## src/rtl/led_ctrl_pkg.sv

```systemverilog
// Shared types and constants for the LED frame receive controller.
// Latency: none (declarations only).
// Backpressure: none (declarations only).
package led_ctrl_pkg;

    // Receive sequencer states.
    typedef enum logic [2:0] {
        ST_IDLE   = 3'd0,
        ST_CMD    = 3'd1,
        ST_OFS_HI = 3'd2,
        ST_OFS_LO = 3'd3,
        ST_DATA   = 3'd4,
        ST_DROP   = 3'd5
    } state_t;

    // First payload byte of a command frame.
    localparam logic [7:0] CMD_WRITE = 8'h01;
    localparam logic [7:0] CMD_SWAP  = 8'h02;

    // Address and EtherType defaults.
    localparam logic [15:0] DEFAULT_ETH_TYPE  = 16'h88B5;
    localparam logic [47:0] DEFAULT_LOCAL_MAC = 48'h02_00_00_00_00_01;
    localparam logic [47:0] BROADCAST_MAC     = 48'hFF_FF_FF_FF_FF_FF;

    // A frame is ours if it is addressed to us or to everyone and carries our EtherType.
    function automatic logic frame_accepted(
        input logic [47:0] dest_mac,
        input logic [47:0] local_mac,
        input logic [15:0] eth_type,
        input logic [15:0] want_type
    );
        frame_accepted = ((dest_mac == local_mac) || (dest_mac == BROADCAST_MAC))
                         && (eth_type == want_type);
    endfunction

endpackage

```

## src/rtl/sat_counter16.sv

```systemverilog
// Saturating 16-bit event counter, sticks at 16'hFFFF.
// Latency: count reflects an enable pulse on the following clock edge.
// Backpressure: none; one increment per enabled cycle.
module sat_counter16 (
    input  logic        clk,
    input  logic        rst_n,
    input  logic        en,
    output logic [15:0] count
);

    // Count enabled cycles, holding at the maximum instead of wrapping.
    always_ff @(posedge clk or negedge rst_n) begin
        if (!rst_n) begin
            count <= 16'h0000;
        end else if (en && (count != 16'hFFFF)) begin
            count <= count + 16'd1;
        end
    end

endmodule

```

## src/rtl/led_frame_rx_ctrl.sv

```systemverilog
// Filters command frames and writes pixel bytes into the back bank of a double-buffered framebuffer; swaps banks at vsync.
// Latency: a payload byte appears on the framebuffer write port one cycle after it is accepted.
// Backpressure: headers stall while a swap is pending or a frame is in progress; payload is always accepted outside IDLE.
module led_frame_rx_ctrl
    import led_ctrl_pkg::*;
#(
    parameter logic [47:0] LOCAL_MAC     = DEFAULT_LOCAL_MAC,
    parameter logic [15:0] ETH_TYPE      = DEFAULT_ETH_TYPE,
    parameter int          FB_ADDR_WIDTH = 13,
    parameter int          FRAME_BYTES   = 6144
) (
    input  logic                     clk,
    input  logic                     rst_n,

    input  logic                     s_eth_hdr_valid,
    output logic                     s_eth_hdr_ready,
    input  logic [47:0]              s_eth_dest_mac,
    input  logic [15:0]              s_eth_type,

    input  logic [7:0]               s_eth_payload_axis_tdata,
    input  logic                     s_eth_payload_axis_tvalid,
    output logic                     s_eth_payload_axis_tready,
    input  logic                     s_eth_payload_axis_tlast,
    input  logic                     s_eth_payload_axis_tuser,

    output logic                     fb_wr_en,
    output logic                     fb_wr_bank,
    output logic [FB_ADDR_WIDTH-1:0] fb_wr_addr,
    output logic [7:0]               fb_wr_data,

    input  logic                     disp_vsync,
    output logic                     disp_bank,
    output logic                     swap_pending,

    output logic [15:0]              stat_frames_ok,
    output logic [15:0]              stat_frames_drop
);

    // The write pointer is one bit wider than the 16-bit offset so that
    // running past the end of the bank never wraps back into valid pixels.
    localparam int               PTR_W       = 17;
    localparam logic [PTR_W-1:0] FRAME_LIMIT = PTR_W'(FRAME_BYTES);
    localparam logic [PTR_W-1:0] PTR_MAX     = {PTR_W{1'b1}};

    state_t           state;
    state_t           state_nxt;

    logic             hdr_fire;
    logic             beat;
    logic             hdr_match;

    logic             ok_inc;
    logic             drop_inc;
    logic             swap_set;
    logic             ofs_hi_ld;
    logic             ofs_lo_ld;
    logic             data_beat;

    logic [7:0]       ofs_hi;
    logic [PTR_W-1:0] wr_ptr;
    logic             wr_in_range;

    // Headers are only taken between frames, and not while a swap waits for
    // vsync, so no pixel lands in a bank that is about to become visible.
    assign s_eth_hdr_ready           = (state == ST_IDLE) && !swap_pending;
    assign s_eth_payload_axis_tready = (state != ST_IDLE);

    assign hdr_fire    = s_eth_hdr_valid && s_eth_hdr_ready;
    assign beat        = s_eth_payload_axis_tvalid && s_eth_payload_axis_tready;
    assign hdr_match   = frame_accepted(s_eth_dest_mac, LOCAL_MAC, s_eth_type, ETH_TYPE);
    assign wr_in_range = (wr_ptr < FRAME_LIMIT);

    // Writes always target the bank the scanner is not showing.
    assign fb_wr_bank  = ~disp_bank;

    // State register.
    always_ff @(posedge clk or negedge rst_n) begin
        if (!rst_n) begin
            state <= ST_IDLE;
        end else begin
            state <= state_nxt;
        end
    end

    // Next-state decode plus the per-beat strobes for datapath and statistics.
    always_comb begin
        state_nxt = state;
        ok_inc    = 1'b0;
        drop_inc  = 1'b0;
        swap_set  = 1'b0;
        ofs_hi_ld = 1'b0;
        ofs_lo_ld = 1'b0;
        data_beat = 1'b0;

        case (state)
            ST_IDLE: begin
                if (hdr_fire) begin
                    if (hdr_match) begin
                        state_nxt = ST_CMD;
                    end else begin
                        drop_inc  = 1'b1;
                        state_nxt = ST_DROP;
                    end
                end
            end

            ST_CMD: begin
                if (beat) begin
                    if (s_eth_payload_axis_tdata == CMD_WRITE) begin
                        if (s_eth_payload_axis_tlast) begin
                            drop_inc  = 1'b1;
                            state_nxt = ST_IDLE;
                        end else begin
                            state_nxt = ST_OFS_HI;
                        end
                    end else if (s_eth_payload_axis_tdata == CMD_SWAP) begin
                        swap_set  = 1'b1;
                        ok_inc    = 1'b1;
                        state_nxt = s_eth_payload_axis_tlast ? ST_IDLE : ST_DROP;
                    end else begin
                        drop_inc  = 1'b1;
                        state_nxt = s_eth_payload_axis_tlast ? ST_IDLE : ST_DROP;
                    end
                end
            end

            ST_OFS_HI: begin
                if (beat) begin
                    if (s_eth_payload_axis_tlast) begin
                        drop_inc  = 1'b1;
                        state_nxt = ST_IDLE;
                    end else begin
                        ofs_hi_ld = 1'b1;
                        state_nxt = ST_OFS_LO;
                    end
                end
            end

            ST_OFS_LO: begin
                if (beat) begin
                    if (s_eth_payload_axis_tlast) begin
                        drop_inc  = 1'b1;
                        state_nxt = ST_IDLE;
                    end else begin
                        ofs_lo_ld = 1'b1;
                        state_nxt = ST_DATA;
                    end
                end
            end

            ST_DATA: begin
                if (beat) begin
                    data_beat = 1'b1;
                    if (s_eth_payload_axis_tlast) begin
                        // Bytes already written stay; only the statistic reflects the bad flag.
                        ok_inc    = !s_eth_payload_axis_tuser;
                        drop_inc  = s_eth_payload_axis_tuser;
                        state_nxt = ST_IDLE;
                    end
                end
            end

            ST_DROP: begin
                if (beat && s_eth_payload_axis_tlast) begin
                    state_nxt = ST_IDLE;
                end
            end

            default: begin
                state_nxt = ST_IDLE;
            end
        endcase
    end

    // Offset capture and the running byte pointer for the current WRITE frame.
    always_ff @(posedge clk or negedge rst_n) begin
        if (!rst_n) begin
            ofs_hi <= 8'h00;
            wr_ptr <= '0;
        end else begin
            if (ofs_hi_ld) begin
                ofs_hi <= s_eth_payload_axis_tdata;
            end
            if (ofs_lo_ld) begin
                wr_ptr <= {1'b0, ofs_hi, s_eth_payload_axis_tdata};
            end else if (data_beat && (wr_ptr != PTR_MAX)) begin
                wr_ptr <= wr_ptr + 1'b1;
            end
        end
    end

    // Registered framebuffer write port; out-of-range bytes are consumed silently.
    always_ff @(posedge clk or negedge rst_n) begin
        if (!rst_n) begin
            fb_wr_en   <= 1'b0;
            fb_wr_addr <= '0;
            fb_wr_data <= 8'h00;
        end else begin
            fb_wr_en <= data_beat && wr_in_range;
            if (data_beat) begin
                fb_wr_addr <= wr_ptr[FB_ADDR_WIDTH-1:0];
                fb_wr_data <= s_eth_payload_axis_tdata;
            end
        end
    end

    // Bank swap: a pending swap completes on vsync; a SWAP accepted in the
    // same cycle as vsync only arms the swap for the next vsync.
    always_ff @(posedge clk or negedge rst_n) begin
        if (!rst_n) begin
            disp_bank    <= 1'b0;
            swap_pending <= 1'b0;
        end else begin
            if (disp_vsync && swap_pending) begin
                disp_bank <= ~disp_bank;
            end
            swap_pending <= swap_set || (swap_pending && !disp_vsync);
        end
    end

    sat_counter16 u_stat_ok (
        .clk   (clk),
        .rst_n (rst_n),
        .en    (ok_inc),
        .count (stat_frames_ok)
    );

    sat_counter16 u_stat_drop (
        .clk   (clk),
        .rst_n (rst_n),
        .en    (drop_inc),
        .count (stat_frames_drop)
    );

endmodule

```

## config.mk

```make
export PLATFORM = sky130hd
export DESIGN_NAME = led_frame_rx_ctrl
export DESIGN_NICKNAME = d
export VERILOG_FILES = /design/src/rtl/led_ctrl_pkg.sv /design/src/rtl/sat_counter16.sv /design/src/rtl/led_frame_rx_ctrl.sv
export SDC_FILE = /design/constraint.sdc
export NUM_CORES = 1
export LEC_CHECK = 0
export CAP_MARGIN = 5
export CORE_MARGIN = 4
export CORE_UTILIZATION = 51
export CTS_CLUSTER_SIZE = 25
export DETAILED_ROUTE_END_ITERATION = 16
export GPL_ROUTABILITY_DRIVEN = 0
export PLACE_DENSITY = 0.86
export SLEW_MARGIN = 15
export SYNTH_ARGS = -nofsm -noshare
export SYNTH_HDL_FRONTEND = slang
export SYNTH_HIERARCHICAL = 1
export SYNTH_SLANG_ARGS = --single-unit
```

## constraint.sdc

```tcl
create_clock -name clk -period 5.55 [get_ports clk]
set_input_delay 1.11 -clock clk [delete_from_list [all_inputs] [get_ports clk]]
set_output_delay 1.11 -clock clk [all_outputs]
set_load 0.02 [all_outputs]
```

* After elaboration in Yosys (flattened, before gate mapping) *
Cells that the tools add are included.

word-level totals
  register bits = 84
  input bits = 79
  output and inout bits = 59
  word-level logic and storage cells = 95

cells by class
  add/subtract/negate cells = 3
  magnitude comparators = 1
  equality and inequality tests = 20
  multiplexer cells = 39
  bitwise logic cells = 1
  reductions and logical operators = 21

operators by type and width
  kind                                                                            count
  48-bit by 42-bit equality test with 1-bit output, second input constant         1
  48-bit equality test, second input constant                                     1
  17-bit 2-to-1 mux                                                               2
  3-bit 2-to-1 mux                                                                11
  16-bit by 1-bit adder with 16-bit output, second input constant                 2
  16-bit != test, second input constant                                           2
  1-bit 2-to-1 mux                                                                21
  3-bit one-hot mux with 6 select lines                                           1
  17-bit by 1-bit adder with 17-bit output, second input constant                 1
  17-bit by 13-bit less-than comparator with 1-bit output, second input constant  1
  17-bit != test, second input constant                                           1
  16-bit equality test, second input constant                                     1
  2-bit != test, second input constant                                            7
  1-bit logical AND                                                               11
  8-bit by 1-bit equality test with 1-bit output, second input constant           1
  8-bit by 2-bit equality test with 1-bit output, second input constant           1
  7-bit AND reduction                                                             1
  3-bit by 2-bit equality test with 1-bit output, second input constant           2
  3-bit equality test, second input constant                                      2
  2-bit 2-to-1 mux                                                                2
  1-bit one-hot mux with 4 select lines                                           1
  3-bit by 1-bit equality test with 1-bit output, second input constant           1
  1-bit logical NOT                                                               3
  3-bit logical NOT                                                               1
  6 further kinds                                                                 7

* Longest topological paths before layout *
Gate-level depths: netlist (run 1).

  depth after elaboration = 7
  depth in mapped cells = 11
  gate-level depth less buffers = 10

* Cells and area by module *
Netlist (run 1), hierarchy kept.

by module, submodules not included
  module                       times used  cells each  area an instance (sq um)  sequential area each (sq um)
  led_frame_rx_ctrl            1           268         2,826.5                   1,301.2
  sat_counter16 (u_stat_drop)  1           72          859.6                     400.4
  sat_counter16 (u_stat_ok)    1           85          829.5                     400.4

* Worst setup path after synthesis (run 1) *
No wires, ideal clock.

  path kind = input to register
  from = input port s_eth_payload_axis_tdata[5]
  to = register u_stat_ok.count[15]
  library setup time = 128 ps
  data arrival time = 3,072 ps
  required time = 5,422 ps
  path slack = 2,350 ps
  stages on the path = 8
  path buffers = 0
  cells stage by stage = or4_1 > nor2_1 > nand4b_1 > nand2_1 > nand4_2 > nor4_2 > nand4_1 > mux2_1

between the ends
  longest elaborated chain between the ends = 6
  elaborated cells on any way between the ends = 7
  those cells by class = eq/ne: 2; mux: 4; reduce/logical: 1

RTL lines
  what                                            line                      source
  from (decl)                                     led_frame_rx_ctrl.sv:20   input logic [7:0] s_eth_payload_axis_tdata,
  8-bit by 2-bit equality test with 1-bit output  led_frame_rx_ctrl.sv:116  end else if (s_eth_payload_axis_tdata == CMD_SWAP) begin
  1-bit 2-to-1 mux                                led_frame_rx_ctrl.sv:116
  1-bit 2-to-1 mux (*)                            led_frame_rx_ctrl.sv:109  if (s_eth_payload_axis_tdata == CMD_WRITE) begin
  1-bit 2-to-1 mux (*)                            led_frame_rx_ctrl.sv:108  if (beat) begin
  1-bit one-hot mux with 2 select lines (*)       led_frame_rx_ctrl.sv:95   case (state)
  named net ok_inc                                led_frame_rx_ctrl.sv:52   logic ok_inc;
  1-bit logical AND (*)                           sat_counter16.sv:15       end else if (en && (count != 16'hFFFF)) begin
  to (signal assigned)                            sat_counter16.sv:16       count <= count + 16'd1;
  to (decl)                                       sat_counter16.sv:8        output logic [15:0] count

The timed path passes the listed nets; every way through them passes the cells marked *.
A chain may end at the register's enable or synchronous reset.

* Worst setup path after layout (run 1) *
  from = input port s_eth_payload_axis_tvalid
  to = register u_stat_ok.count[15]

between the ends
  longest elaborated chain between the ends = 4
  elaborated cells on any way between the ends = 5
  those cells by class = mux: 3; reduce/logical: 2

RTL lines
  what                                       line                                                source
  from (decl)                                led_frame_rx_ctrl.sv:21                             input logic s_eth_payload_axis_tvalid,
  1-bit logical AND (*)                      led_frame_rx_ctrl.sv:69                             assign beat = s_eth_payload_axis_tvalid && s_eth_payload_axis_tready;
  1-bit 2-to-1 mux (on tied branches)        led_frame_rx_ctrl.sv:152, led_frame_rx_ctrl.sv:108
  1-bit one-hot mux with 2 select lines (*)  led_frame_rx_ctrl.sv:95
  named net ok_inc                           led_frame_rx_ctrl.sv:52
  1-bit logical AND (*)                      sat_counter16.sv:15

Marks and branches as above.

==> reports/qor.yml, run 1 <==
clocking:
  post_cts_buffers: 0
  clkSinkCount: 84
  cts_htree_levels: 3
  clkSlewWorstSetupHoldPaths_ns: 0.09
  hold_buffers: 0
  cts_resized: 0
  clockBufferDepth: 2
  cts_tree: "done"
  clock_latency_ns: 0.35
  cts-root-buf: "clkbuf_8"
  numCtsBuffers: 9
pwr:
  p_sw_frac: 0.347
  clkPwrFrac: 0.242
  comb_power_share: 0.355
  powerDensity_nw_per_um2: 351
  peakVddDrop_mv: 0.191
  seq_power_share: 0.403
  p_sw_mw: 0.754
  p_leak_nw: 2.49
  total_power_mw: 2.17
  power.internal_mw: 1.42
route:
  top_layer_used: "met4"
  met3_length_um: 762
  viasPerCell: 6.12
  drc: 0
  antenna_left: 0
  dr_wl_met2_mm: 6.41
  wl_per_cell_um: 18.2
  routedLengthMet1_mm: 4.89
  wl_mm: 12.3
  drt-initial-drc-count: 212
  first_pass_iters: 4
  vias: 4144
global_route:
  grt_pass1_wl_mm: 19.6
  grt_max_degree: 85
  overflow: 0
  grt_pass1_vias: 4103
  antenna_found_initial: 1
  track_usage: 0.238
timing:
  tightest_slew_ns: 1.01
  slew_headroom: 0.324
  finalMaxSlewViolations: 0
  tns_ns: 0
  clock.fmax_ghz: 0.268
  fin_worst_skew_ns: 0.0145
  period_share: 0.671
  setup_violations: 0
  rsz0062_at_grt: "false"
  report.final.hold_viol_count: 0
  fin_crit_ns: 3.72
setup_path:
  slowest_stage: "and4bb_1"
  ff2ff_path_depth: 7
  critPathRequiredTime_ns: 5.79
  worstSetupStartpointType: "primary input"
  crit_type: "in -> reg"
  cp_data_arrival_time_ns: 3.97
  cpPeakStageDelay_ns: 0.76
  cp_max_fo: 18
  worstPathCellList: "clkdlybuf4s50_1 > and4bb_1 > nand3b_1 > nand2_1 > nand4_2 > nor4_2 > nand4_1 > mux2_1"
  endpoint_kind: "register"
yosys:
  synthTopCellsByArea: "dfrtp_1 47%, mux2_2 5.7%, nand4_1 3.9%"
  synth_cell_types: 65
  ys_seq_elements: 84
  synth_area_sq_um: 4520
  syn_nets: 508
  ys_top_cells_by_count: "84 x dfrtp_1, 43 x nand2_1, 28 x nand4_1"
  synthArstFlopShare: 1.00
  syn_area_per_cell_sq_um: 10.6
  synth_edf_count: 0
  synth_top_area_share: 0.466
  synth_area_leader_cell: "dfrtp_1"
  synthFlopType: "dfrtp_1"
  syn_inst: 425
  synth_most_common_cell: "dfrtp_1"
  yosysWarnings: 6
  ys_seq_area_frac: 0.466
final_layout:
  final_util: 0.713
  nNetsFinal: 646
  area.growth.synth_to_final_pct: 37.1
  drive_gt1_frac: 0.120
floorplanning:
  die_height_um: 102
  rows: 34
  die-area_sq_um: 10400
  core_area_sq_um: 8680
  io_pins: 138
  initial_core_util: 0.520
  die_w_um: 102
outcome:
  status: "finished clean"
placed_design:
  dp_hpwl_mm: 9.38
  portBuffers: 137
min_path:
  hold_path_depth: 2
  hold_class: "reg -> reg"
job:
  max_cap_viol_count: 0
==> per-layer routing <==
layer / GRT usage / vias to the layer above
met5: 0 / -
met4: 0.0959 / 0
met3: 0.0382 / 18
met2: 0.419 / 192
met1: 0.291 / 2021
li1: - / 1913
==> placed cells by master (no fill, tap or decap), types with 4 or more instances in the layout <==
master             n
a21oi_1            9
a221o_1            9
nor4_1            21
nand4_2            4
dfrtp_1           84
inv_1             12
clkbuf_8           9
nand3_1           20
clkdlybuf4s50_1  136
o21a_1             9
a31oi_1            9
and3_1             5
nor3_1            18
mux2_2            23
nand4_1           28
ha_1               4
nand2_1           43
or4_1              4
nor2_1            12
o21ai_1            9
xnor2_1           12
o21ai_0            6
mux2_1            10
==> critical path: cells and delay by family <==
kind	cells	cell delay [ns]
simple gates	6	1.95
buf+inv	1	0.57
mux	1	0.32
==> final timing paths <==
path,slack [ns],from,endpoint
worst max-delay path,1.83,s_eth_payload_axis_tvalid,u_stat_ok/count[15]
worst min-delay path,0.49,ofs_hi[4],wr_ptr[12]
worst max register to register,2.56,state[1],u_stat_ok/count[15]
worst min register to register,0.49,ofs_hi[4],wr_ptr[12]
max in group asynchronous,3.97,rst_n,wr_ptr[0]
min in group asynchronous,0.94,rst_n,ofs_hi[6]
==> metrics by stage <==
| stage | area (sq um) | cells | setup WS, ns | hold slack (ns) |
|---|---|---|---|---|
| after floorplan | 4520 | 425 | 2.35 | 0.451 |
| after global placement | 5950 | 660 | 1.60 | 0.472 |
| after detailed placement | 5950 | 660 | 1.44 | 0.478 |
| after CTS | 6190 | 676 | 1.82 | 0.492 |
| after global routing | 6190 | 677 | 1.66 | 0.514 |
| final | 6190 | 677 | 1.83 | 0.486 |
==> kinds of logic (layout without fill, tap and decap cells) <==
kind of cell,Yosys count,count (layout),share of synthesized area
AOI/OAI and AO/OA,73,73,0.118
buffers and inverters,23,166,0.0272
and+or+nand+nor,193,193,0.267
muxes,33,33,0.0823
other,0,1,0
xor gates and xnor gates,15,15,0.0291
DFF,84,84,0.466
adders and majority gates,4,4,0.0111
==> registers in the layout, indices dropped and copies added (netlist names) <==
register,cells
fb_wr_en,1
state,3
fb_wr_addr,13
fb_wr_data,8
wr_ptr,17
swap_pending,1
u_stat_drop/count,16
ofs_hi,8
u_stat_ok/count,16
disp_bank,1
==> cell type report <==
type | count | area, sq um
fillers | 653 | 2490
multi-input cells | 318 | 2290
flip-flops and latches | 84 | 2100
repair buffers | 138 | 1380
well taps | 108 | 135
clock buffers | 10 | 128
clock inverters | 6 | 111
inverters | 12 | 45.0
diodes | 1 | 2.50
==> power groups by stage <==
stage / clock network [mW] / registers (mW) / logic (mW)
2_1_floorplan: 0 / 0.940 / 0.359
3_3_place_gp: 0 / 0.877 / 0.747
3_5_place_dp: 0 / 0.885 / 0.771
4_1_cts: 0.533 / 0.874 / 0.775
5_1_grt: 0.558 / 0.892 / 0.823
6_report: 0.525 / 0.874 / 0.771
Note: power is estimated with default switching activity, not from simulation.
==> run 2, diff against run 1 <==
--- a/config.mk
+++ b/config.mk
@@ -7,11 +7,11 @@
 export LEC_CHECK = 0
 export CAP_MARGIN = 5
 export CORE_MARGIN = 4
-export CORE_UTILIZATION = 51
+export CORE_UTILIZATION = 47
 export CTS_CLUSTER_SIZE = 25
 export DETAILED_ROUTE_END_ITERATION = 16
 export GPL_ROUTABILITY_DRIVEN = 0
-export PLACE_DENSITY = 0.86
+export PLACE_DENSITY = 0.8
 export SLEW_MARGIN = 15
 export SYNTH_ARGS = -nofsm -noshare
 export SYNTH_HDL_FRONTEND = slang
==> constraint.sdc (replaced) <==
create_clock -name clk -period 3.5 [get_ports clk]
set_input_delay 0.7 -clock clk [delete_from_list [all_inputs] [get_ports clk]]
set_output_delay 0.7 -clock clk [all_outputs]
set_load 0.02 [all_outputs]
==> reports/qor.yml, run 2 (same netlist as run 1, synthesis figures left out) <==
placed_design:
  dp_hpwl_mm: 9.35  # -0.31%
  place_inst: 687  # +4.1%
  portBuffers: 137  # unchanged
floorplanning:
  die_w_um: 106  # +3.8%
  core_area_sq_um: 9280  # +7.0%
  die_height_um: 106  # +3.8%
  io_pins: 138  # unchanged
  die-area_sq_um: 11200  # +7.8%
  initial_core_util: 0.486  # -0.0339
  rows: 35  # +2.9%
route:
  viasPerCell: 5.89  # -3.8%
  drc: 0  # unchanged
  wl_per_cell_um: 17.1  # -6.1%
  wl_mm: 12.0  # -2.7%
  first_pass_iters: 5  # +1
  vias: 4126  # -0.43%
  drt-initial-drc-count: 267  # +26%
  antenna_left: 0  # unchanged
global_route:
  grt_pass1_vias: 4144  # +1.0%
  track_usage: 0.215  # -0.0226
  overflow: 0  # unchanged
  grt_pass1_wl_mm: 19.7  # +0.63%
  antenna_found_initial: 0  # -1
  grt_max_degree: 85  # unchanged
timing:
  fin_worst_skew_ns: 0.00802  # -0.00643 ns
  finalMaxSlewViolations: 0  # unchanged
  setup_violations: 0  # unchanged
  tns_ns: 0  # unchanged
  clock.fmax_ghz: 0.331
  fin_crit_ns: 3.02
  report.final.hold_viol_count: 0  # unchanged
  tightest_slew_ns: 1.02  # +0.00581 ns
  period_share: 0.863
  rsz0062_at_grt: "false"
  slew_headroom: 0.320  # -0.00387
clocking:
  clkSinkCount: 84  # unchanged
  clockBufferDepth: 2  # unchanged
  cts_tree: "done"
  cts_resized: 0  # unchanged
  post_cts_buffers: 0  # unchanged
  clock_latency_ns: 0.34  # about the same
  hold_buffers: 0  # unchanged
  numCtsBuffers: 9  # unchanged
  cts_htree_levels: 3  # unchanged
  clkSlewWorstSetupHoldPaths_ns: 0.08  # about the same
  cts-root-buf: "clkbuf_8"
pwr:
  p_leak_nw: 2.49  # about the same
  peakVddDrop_mv: 0.253  # +32%
  powerDensity_nw_per_um2: 527  # +50%
setup_path:
  worstSetupStartpointType: "primary input"
  cp_max_fo: 5  # -13
  critPathRequiredTime_ns: 3.72  # -2.07 ns
  cp-startpoint: "s_eth_payload_axis_tdata[5]"
  endpoint_kind: "register"
  cp_data_arrival_time_ns: 3.24  # -0.73 ns
  crit_type: "in -> reg"
  timing.rr.start: "wr_ptr[0]"
final_layout:
  largest_register_ffs: 17  # unchanged
  area.growth.synth_to_final_pct: 37.2
  top_register: "wr_ptr"
  nNetsFinal: 652  # +0.93%
  drive_gt1_frac: 0.126  # +0.00616
  top_regs: "wr_ptr (17), u_stat_drop/count (16), u_stat_ok/count (16)"
  final_cells: 701  # +3.5%
  layout_commonest_cell: "clkdlybuf4s50_1"
  layout_common_cells: "136 x clkdlybuf4s50_1, 84 x dfrtp_1, 43 x nand2_1"
  fill_cells: 770  # +18%
  n_antenna_cell: 0  # -1
min_path:
  hold_class: "reg -> reg"
  worstHoldStart: "ofs_hi[0]"
job:
  max_cap_viol_count: 0  # unchanged
outcome:
  status: "finished clean"
-- run 2: cell count changes in the layout (fill, tap and decap cells not counted) --
cell,previous run,this run
diode_2,1,0
inv_6,1,0
clkinv_2,1,0
bufinv_16,3,0
buf_4,2,8
clkbuf_8,9,12
-- run 2: path summary, 6_finish.rpt --
check / slack [ns] / cells after the start / to
min: 0.50 / 1 / ofs_hi[0]
min reg2reg: 0.50 / 1 / ofs_hi[0]
max: 0.48 / 9 / u_stat_ok/count[15]
max reg2reg: 0.77 / 10 / wr_ptr[13]
max in group asynchronous: 2.31 / 1 / swap_pending
min in group asynchronous: 0.52 / 1 / fb_wr_data[6]
-- run 2: power breakdown --
group	switching, mW	internal [mW]	leakage (nW)
Sequential	0.227	1.16	1.11
Clock	0.318	0.309	0.0876
Combinational	0.617	0.630	1.29
Total	1.16	2.10	2.49
-- run 2: layout make-up --
cell class                 count  area, sq um  share of cell area
multi-input combinational    318         2290               0.370
sequential                    84         2100               0.339
timing repair buffer         144         1420               0.229
clock buffer                  13          169              0.0273
tap                          129          161              0.0260
inverter                      12         45.0             0.00727
clock inverter                 1         7.51             0.00121
-- run 2: per-layer routing --
metal	share of wire	up-vias	track usage
li1	-	1928	-
met1	0.39	1960	0.254
met2	0.51	210	0.382
met3	0.077	28	0.0395
met4	0.029	0	0.0962
met5	0	-	0
-- run 2: worst max-delay path, stage by stage --
cell and delay [ns]:
clkdlybuf4s50_1 0.46, or4_1 0.61, nor2_1 0.17, nand4b_1 0.13
nand2_1 0.15, nand4_2 0.17, nor4_2 0.36, nand4_1 0.15
mux2_1 0.33
-- run 2: per-stage QoR --
| step | utilization | power [mW] | setup slack [ns] | instance area, sq um | hold slack [ns] |
|---|---|---|---|---|---|
| final | 0.668 | 3.26 | 0.480 | 6200 | 0.498 |
| after global routing | 0.668 | 3.45 | 0.301 | 6200 | 0.523 |
| after CTS | 0.668 | 3.29 | 0.484 | 6200 | 0.500 |
| after detailed placement | 0.649 | 2.66 | 0.123 | 6020 | 0.483 |
| after global placement | 0.649 | 2.62 | 0.185 | 6020 | 0.477 |
| after floorplan | - | 2.06 | 0.710 | 4520 | 0.404 |
